[config.mk]
export PLATFORM = sky130hd
export DESIGN_NAME = multi_byte_add_sequencer
export DESIGN_NICKNAME = d
export VERILOG_FILES = /design/src/rtl/multi_byte_add_sequencer.sv
export SDC_FILE = /design/constraint.sdc
export NUM_CORES = 1
export LEC_CHECK = 0
export ABC_AREA = 1
export BUFFER_PORTS_ARGS = -buffer_cell sky130_fd_sc_hd__buf_4
export CORE_MARGIN = 2
export CORE_UTILIZATION = 50
export CTS_CLUSTER_DIAMETER = 120
export DETAILED_ROUTE_END_ITERATION = 10
export PLACE_DENSITY = 0.79
export SYNTH_ARGS = -nofsm -noshare
export SYNTH_HDL_FRONTEND = slang
export SYNTH_SLANG_ARGS = --single-unit
[constraint.sdc]
create_clock -name clk -period 4.2 [get_ports clk]
set_input_delay 0.84 -clock clk [delete_from_list [all_inputs] [get_ports clk]]
set_output_delay 0.84 -clock clk [all_outputs]
set_load 0.05 [all_outputs]
[src/rtl/multi_byte_add_sequencer.sv]
// Byte-serial add/subtract of two NBYTES*8-bit operands through one shared 8-bit adder.
// LSB byte first, carry registered between bytes, result presented with a one-cycle done pulse.

module eight_bit_adder (
    input  logic [7:0] a,
    input  logic [7:0] b,
    input  logic       cin,
    output logic [7:0] sum,
    output logic       cout
);
    assign {cout, sum} = {1'b0, a} + {1'b0, b} + {8'd0, cin};
endmodule

// state | meaning
// IDLE  | waiting for start; done may be high for the one cycle after completion
// RUN   | one operand byte per clock, idx selects the byte, carry held in carry_q
module multi_byte_add_sequencer #(
    parameter int NBYTES = 4
) (
    input  logic                clk,
    input  logic                rst,
    input  logic                start,
    input  logic                sub,
    input  logic                cin,
    input  logic [8*NBYTES-1:0] a,
    input  logic [8*NBYTES-1:0] b,
    output logic                busy,
    output logic                done,
    output logic [8*NBYTES-1:0] sum,
    output logic                cout
);
    localparam int IW = (NBYTES > 1) ? $clog2(NBYTES) : 1;
    localparam logic [IW-1:0] LAST = IW'(NBYTES - 1);

    typedef enum logic {IDLE, RUN} state_t;

    state_t                   state;
    logic [NBYTES-1:0][7:0]   opa;
    logic [NBYTES-1:0][7:0]   opb;
    logic [NBYTES-1:0][7:0]   acc;
    logic [NBYTES-1:0][7:0]   acc_next;
    logic [IW-1:0]            idx;
    logic                     carry_q;
    logic [7:0]               add_sum;
    logic                     add_cout;

    eight_bit_adder u_adder (
        .a    (opa[idx]),
        .b    (opb[idx]),
        .cin  (carry_q),
        .sum  (add_sum),
        .cout (add_cout)
    );

    // Accumulator with the current byte merged in, so the final byte reaches sum on the same edge.
    always_comb begin
        acc_next      = acc;
        acc_next[idx] = add_sum;
    end

    always_ff @(posedge clk) begin
        if (rst) begin
            state   <= IDLE;
            busy    <= 1'b0;
            done    <= 1'b0;
            sum     <= '0;
            cout    <= 1'b0;
            idx     <= '0;
            carry_q <= 1'b0;
            opa     <= '0;
            opb     <= '0;
            acc     <= '0;
        end else begin
            done <= 1'b0;
            case (state)
                IDLE: begin
                    if (start) begin
                        opa     <= a;
                        opb     <= sub ? ~b : b;
                        carry_q <= sub ? 1'b1 : cin;
                        idx     <= '0;
                        busy    <= 1'b1;
                        state   <= RUN;
                    end
                end
                RUN: begin
                    acc     <= acc_next;
                    carry_q <= add_cout;
                    if (idx == LAST) begin
                        sum   <= acc_next;
                        cout  <= add_cout;
                        busy  <= 1'b0;
                        done  <= 1'b1;
                        idx   <= '0;
                        state <= IDLE;
                    end else begin
                        idx <= idx + 1'b1;
                    end
                end
                default: state <= IDLE;
            endcase
        end
    end
endmodule

==> results_dict.tcl, run 1 <==
set metrics [dict create \
    setup_viol_count_final 0 \
    final_critical_path_setup_slack_ns 1.01 \
    grt_overflow_total 0 \
    detailed_place.area_sq_um 6620 \
    number_of_synthesized_register_bits 127 \
    first_global_vias 5303 \
    termination_of_the_worst_setup_path "acc[20]" \
    grt_util_met3_pct 5.35 \
    synth-edff-count 0 \
    cts_num_sinks 127 \
    yosysWarningCount 0 \
    netlist_area_sq_um 5890 \
    finalWeightedCongestion 0.824 \
    die_footprint_sq_um 12700 \
    cts_inserted_buffers 17 \
    total_power_density_per_cell_area_nw_per_um2 482 \
    multi_input_comb_area_sq_um 2820 \
    clkLatencyLatePin_ns 0.42 \
    pre_cts_ws_ns 1.08 \
    final.setup.tns_ns 0 \
    area.growth.synth_to_final_pct 23.2 \
    clockRootBuffer "sky130_fd_sc_hd__clkbuf_16" \
    half_perimeter_wire_length_after_placement_mm 9.52 \
    rows 39 \
    grt_antenna_before_repair 0 \
    r2r-end "acc[20]" \
    grt_first_pass_wirelength_mm 24.2 \
    setup.reg_to_reg.worst_slack_ns 1.01 \
    post_drt_wl_per_cell_um 14.2 \
    max_freq_mhz 314 \
    grt_use_total_pct 23.7 \
    buffer_ports.inserted 103 \
    timing_hold_violations_final 0 \
    drt_first_iter_violations 357 \
    grt_setup_unrepaired "false" \
    path_clk_slew_ns 0.06 \
    arrival_ns 3.51 \
    die_w_um 113 \
    fin_crit_ns 3.19 \
    floorplan.core_area_sq_um 11500 \
    num_io_pins 104 \
    part_of_the_yosys_area_used_for_sequential_elements_pct 43.1 \
    antenna_cells_inserted 0 \
    cp-startpoint "idx[1]" \
    route.detailed.vias_per_inst 5.24 \
    status "finished, final reports clean" \
    startpoint_type "register" \
    holdPathStages 2 \
    maxSlewHeadroom_pct 29.4 \
    worstMarginPinSlew_ns 1.06 \
    finalWirelength_mm 14.5 \
    design_power_total_mw 3.50 \
    area.sequential_sq_um 2540 \
    critical_path.reg2reg.startpoint "idx[1]" \
    drc 0 \
    route.vias.total 5367 \
    post-cts-setup-buffers 0 \
    syn_nets 876 \
    timing.critical_path.required_ns 4.52 \
    floorplan.initialDensity_pct 51.4 \
    number_of_buffers_inserted_by_hold_repair_at_cts 0 \
    cts_tree "built" \
    ys_async_sr_fraction_pct 0 \
    grt_use_met1_pct 30.4 \
    min_path_type "register to register" \
    p_leak_nw 3.42 \
    final_layout_size_suffix_gt1_share_pct 18.2 \
    critical_path_peak_fanout 22 \
    yosysUniqueCellTypes 33 \
    stdcell_area_sq_um 7260 \
    max-cap-violations 0 \
    final.fill_count 1003 \
    finalNetCount 950 \
    most_used_flip_flop_cell_after_synthesis "sky130_fd_sc_hd__dfxtp_1" \
    synth.avg_cell_area_sq_um 7.42 \
    final.setup_skew_ns 0.00843 \
    synthCells 794 \
    worstSetupEndpointType "register" \
    ir_drop_mv 0.274 \
    htree_levels 4 \
    first_pass_iters 4 \
    final_antenna_net_count 0 \
    post_cts_resized 0 \
    r2r.worst_path.cells 14 \
    use_met2_pct 38.7 \
    post_route_clock_period_utilization_pct 75.9 \
    crit_type "register to register" \
    drv_slew 0 \
    floorplan.die.height_um 113 \
    pin_count_of_the_biggest_net_entering_global_routing 98 \
    ctsLongestPathBuffers 2 \
    grt_most_used_layer "met2" \
]
-- critical path: stages, from the launching register on --
cell                      delay, ns
sky130_fd_sc_hd__dfxtp_1       0.60
sky130_fd_sc_hd__inv_1         0.44
sky130_fd_sc_hd__o21ai_0       0.18
sky130_fd_sc_hd__o21ai_0       0.14
sky130_fd_sc_hd__fa_1          0.47
sky130_fd_sc_hd__fa_1          0.41
sky130_fd_sc_hd__nand2_2       0.10
sky130_fd_sc_hd__nand3_2       0.09
sky130_fd_sc_hd__nand2_1       0.11
sky130_fd_sc_hd__xor2_2        0.23
sky130_fd_sc_hd__nand2_1       0.08
sky130_fd_sc_hd__nand2_1       0.09
sky130_fd_sc_hd__nand2_1       0.05
sky130_fd_sc_hd__nand2_1       0.07
sky130_fd_sc_hd__inv_1         0.04
-- cell usage after synthesis, drive strengths merged (2+ instances only) --
| cell | number | area share (%) |
|---|---|---|
| a22o | 7 | 1.0 |
| o22ai | 12 | 1.3 |
| clkbuf | 20 | 1.3 |
| dfxtp | 127 | 43 |
| ha | 11 | 2.3 |
| a21oi | 56 | 4.8 |
| inv | 71 | 4.5 |
| buf | 33 | 3.1 |
| o211ai | 8 | 1.0 |
| nand2 | 125 | 8.3 |
| o21ai | 133 | 11 |
| xnor2 | 32 | 4.8 |
| fa | 2 | 0.68 |
| nor2 | 114 | 7.7 |
| nand3 | 36 | 3.6 |
| a21o | 3 | 0.38 |
-- registers in the layout, summed over array words and instances (netlist names), 2 cells and up --
| register | count |
|---|---|
| opa | 32 |
| opb | 32 |
| sum | 32 |
| acc | 24 |
| idx | 2 |
-- stage by stage --
stage	hold slack, ns	util, %	instances
after floorplan	0.444	-	794
final	0.451	63.3	1024
after detailed placement	0.446	57.7	992
after global placement	0.439	57.7	992
after CTS	0.455	63.3	1024
after global routing	0.466	63.3	1024
-- how the worst min path moves through the flow --
stage / startpoint / to / slack, ns
after floorplan: acc[10] / acc[10] / 0.44
after global placement: sum[7] / sum[7] / 0.44
after detailed placement: sum[22] / sum[22] / 0.45
after CTS: sum[21] / sum[21] / 0.46
after global routing: sum[13] / sum[13] / 0.47
final: sum[13] / sum[13] / 0.45
-- routing by layer --
metal  up-vias  share of wire, %
li1       2733                 -
met1      2408                46
met2       197                46
met3        29               6.5
met4         0               2.3
met5         -                 0
-- cell usage in the layout, fill, tap and decap left out, drive strengths merged --
cell        n
ha         11
o22ai      12
xor2        1
a21o        3
a21oi      56
a22o        7
nand3      36
o21ai     133
clkbuf     20
inv        72
bufinv      4
buf       108
o211a       1
o211ai      8
clkinv      4
fa          2
nand2     125
nor2      114
or2         1
clkinvlp    3
dfxtp     127
nand3b      1
xnor2      32
-- final cells by class --
cell class / instances / share of cell area [%]
clock buffers: 20 / 6.29
flip-flops and latches: 127 / 35.0
repair buffers: 108 / 11.2
clock inverters: 12 / 2.52
multi-input cells: 543 / 38.9
inverters: 71 / 3.67
well taps: 143 / 2.46
-- cell families after synthesis --
family / synth area share, %
XOR/XNOR: 5.03
AO/OA/AOI/OAI: 20.0
flip-flops: 43.1
buffers and inverters: 8.98
AND/OR/NAND/NOR: 19.8
adder cells (fa/ha/maj): 3.01
-- report_power, final --
group	switching (mW)	total, mW	internal (mW)
Sequential	0.0385	1.32	1.28
Combinational	0.380	0.604	0.223
Clock	0.547	1.57	1.03
Power figures use the tool's default switching activity.
==> run 2, diff against run 1 <==
--- a/config.mk
+++ b/config.mk
@@ -11,7 +11,7 @@
 export CORE_UTILIZATION = 50
 export CTS_CLUSTER_DIAMETER = 120
 export DETAILED_ROUTE_END_ITERATION = 10
-export PLACE_DENSITY = 0.79
+export PLACE_DENSITY = 0.81
 export SYNTH_ARGS = -nofsm -noshare
 export SYNTH_HDL_FRONTEND = slang
 export SYNTH_SLANG_ARGS = --single-unit
==> constraint.sdc (replaced) <==
create_clock -name clk -period 2.6 [get_ports clk]
set_input_delay 0.52 -clock clk [delete_from_list [all_inputs] [get_ports clk]]
set_output_delay 0.52 -clock clk [all_outputs]
set_load 0.05 [all_outputs]
==> results_dict.tcl, run 2 (synthesized netlist as in run 1, its figures left out) <==
set metrics [dict create \
    cp-startpoint "idx[0]" \
    fin_crit_ns 2.48 \
    final.setup_skew_ns 0.0110 \
    setup_viol_count_final 0 \
    cts_inserted_buffers 17 \
    max_freq_mhz 404 \
    cts_tree "built" \
    buffer_ports.inserted 103 \
    final.setup.tns_ns 0 \
    timing_hold_violations_final 0 \
    final_layout_size_suffix_gt1_share_pct 20.5 \
    critPathMostFrequentCell "sky130_fd_sc_hd__nand2_1" \
    largestRegisters "opa x32, opb x32, sum x32" \
    r2r.worst_path.cells 12 \
    finalCoreUtilization_pct 64.4 \
    finalWirelength_mm 14.5 \
    crit_type "register to register" \
    critical_path_peak_fanout 18 \
    ctsLongestPathBuffers 2 \
    grt_setup_unrepaired "false" \
    critical_path.max_stage_delay_ns 0.43 \
    post_route_insts_no_fill 1036 \
    die_w_um 113 \
    min_path_type "primary input to register" \
    finalNetCount 962 \
    final.fill_count 945 \
    layout_commonest_cell "sky130_fd_sc_hd__dfxtp_1" \
    clockRootBuffer "sky130_fd_sc_hd__clkbuf_16" \
    htree_levels 4 \
    timing.critical_path.required_ns 2.90 \
    num_io_pins 104 \
    antenna_cells_inserted 0 \
    post_route_clock_period_utilization_pct 95.3 \
    most-common-layout-cells "126 x sky130_fd_sc_hd__dfxtp_1, 124 x sky130_fd_sc_hd__o21ai_0, 118 x sky130_fd_sc_hd__nand2_1" \
    rows 39 \
    pre_cts_ws_ns 0.0285 \
    holdCritStartpoint "a[14]" \
    die_footprint_sq_um 12700 \
    post-cts-setup-buffers 0 \
    worstMarginPinSlew_ns 0.681 \
    maxSlewHeadroom_pct 54.5 \
    setup.reg_to_reg.worst_slack_ns 0.12 \
    path_clk_slew_ns 0.06 \
    finalWeightedCongestion 0.884 \
    holdPathStages 3 \
    pin_count_of_the_biggest_net_entering_global_routing 98 \
    first_global_vias 5050 \
    route.detailed.vias_per_inst 5.32 \
    grt_antenna_before_repair 0 \
    dp.cells 1004 \
    first_pass_iters 7 \
    total_power_density_per_cell_area_nw_per_um2 756 \
    min_to "opa[14]" \
    grt_first_pass_wirelength_mm 24.0 \
    r2r-end "acc[2]" \
    half_perimeter_wire_length_after_placement_mm 9.90 \
    area.growth.synth_to_final_pct 25.2 \
    floorplan.initialDensity_pct 51.4 \
    critical_path.reg2reg.startpoint "idx[0]" \
    drt_first_iter_violations 514 \
    cts_num_sinks 127 \
    grt_overflow_total 0 \
    p_leak_nw 3.48 \
    status "finished, final reports clean" \
    max-cap-violations 0 \
    floorplan.core_area_sq_um 11500 \
    final_critical_path_setup_slack_ns 0.123 \
    grt_use_total_pct 23.2 \
    ir_drop_mv 0.696 \
    clkLatencyLatePin_ns 0.41 \
    drv_slew 0 \
    startpoint_type "register" \
    crit_path_top_delay_cell "sky130_fd_sc_hd__fa_2" \
    post_drt_wl_per_cell_um 14.0 \
    worstSetupEndpointType "register" \
    drc 0 \
    final_antenna_net_count 0 \
    route.vias.total 5508 \
    design_power_total_mw 5.58 \
    arrival_ns 2.78 \
    timing.critical_path.cells "buf_6 > o21ai_2 > o22ai_2 > fa_2 > fa_2 > or2_2 > nand2_1 > nand2_1 > o21ai_0 > nand2_1 > o211ai_1 > inv_1" \
    floorplan.die.height_um 113 \
]
==> run 2: per-layer routing <==
layer	global-route usage [%]	share of wire, %	wire, um	vias up
met5	0	0	0	-
met4	6.91	1.4	208	0
met3	4.54	6.7	976	15
met2	36.9	47	6750	209
met1	31.9	45	6530	2521
li1	-	-	-	2763
==> run 2: repair_timing <==
item,CTS,global route
hold buffers,0,0
gates resized for setup,0,18
setup endpoints to repair,0,40
==> run 2: how the worst max path moves through the flow <==
stage	to	slack, ns	cells after the start
4_1_cts	acc[20]	0.008	15
5_1_grt	acc[20]	0.0004	14
2_1_floorplan	acc[18]	0.03	14
3_5_place_dp	acc[20]	0.03	15
6_report	acc[2]	0.12	12
3_3_place_gp	acc[4]	0.12	15
==> run 2: cell type report <==
| type | instances | area [sq um] | share of cell area, % |
|---|---|---|---|
| Tap cell | 143 | 179 | 2.42 |
| Timing Repair Buffer | 120 | 930 | 12.6 |
| Multi-Input combinational cell | 543 | 2860 | 38.8 |
| Inverter | 71 | 269 | 3.64 |
| Sequential cell | 127 | 2540 | 34.5 |
| Clock buffer | 17 | 425 | 5.76 |
| Clock inverter | 15 | 174 | 2.36 |
==> run 2: through the flow <==
step / hold slack [ns] / cell area [sq um]
3_3_place_gp: 0.441 / 6740
2_1_floorplan: 0.444 / 5900
4_1_cts: 0.325 / 7340
5_1_grt: 0.329 / 7380
3_5_place_dp: 0.441 / 6740
6_report: 0.325 / 7380
==> run 2: critical path: cells and delay by family, from the launching register on <==
family	cells	cell delay, ns
compound gates	4	0.48
fa+ha+maj	2	0.79
buf+inv	2	0.22
flops	1	0.34
simple gates	4	0.56
==> run 2: power breakdown <==
| part | total, mW | switching, mW | leakage (nW) | internal, mW |
|---|---|---|---|---|
| logic | 1.03 | 0.635 | 2.14 | 0.399 |
| registers | 2.14 | 0.0677 | 1.04 | 2.07 |
| clock network | 2.40 | 0.962 | 0.293 | 1.44 |
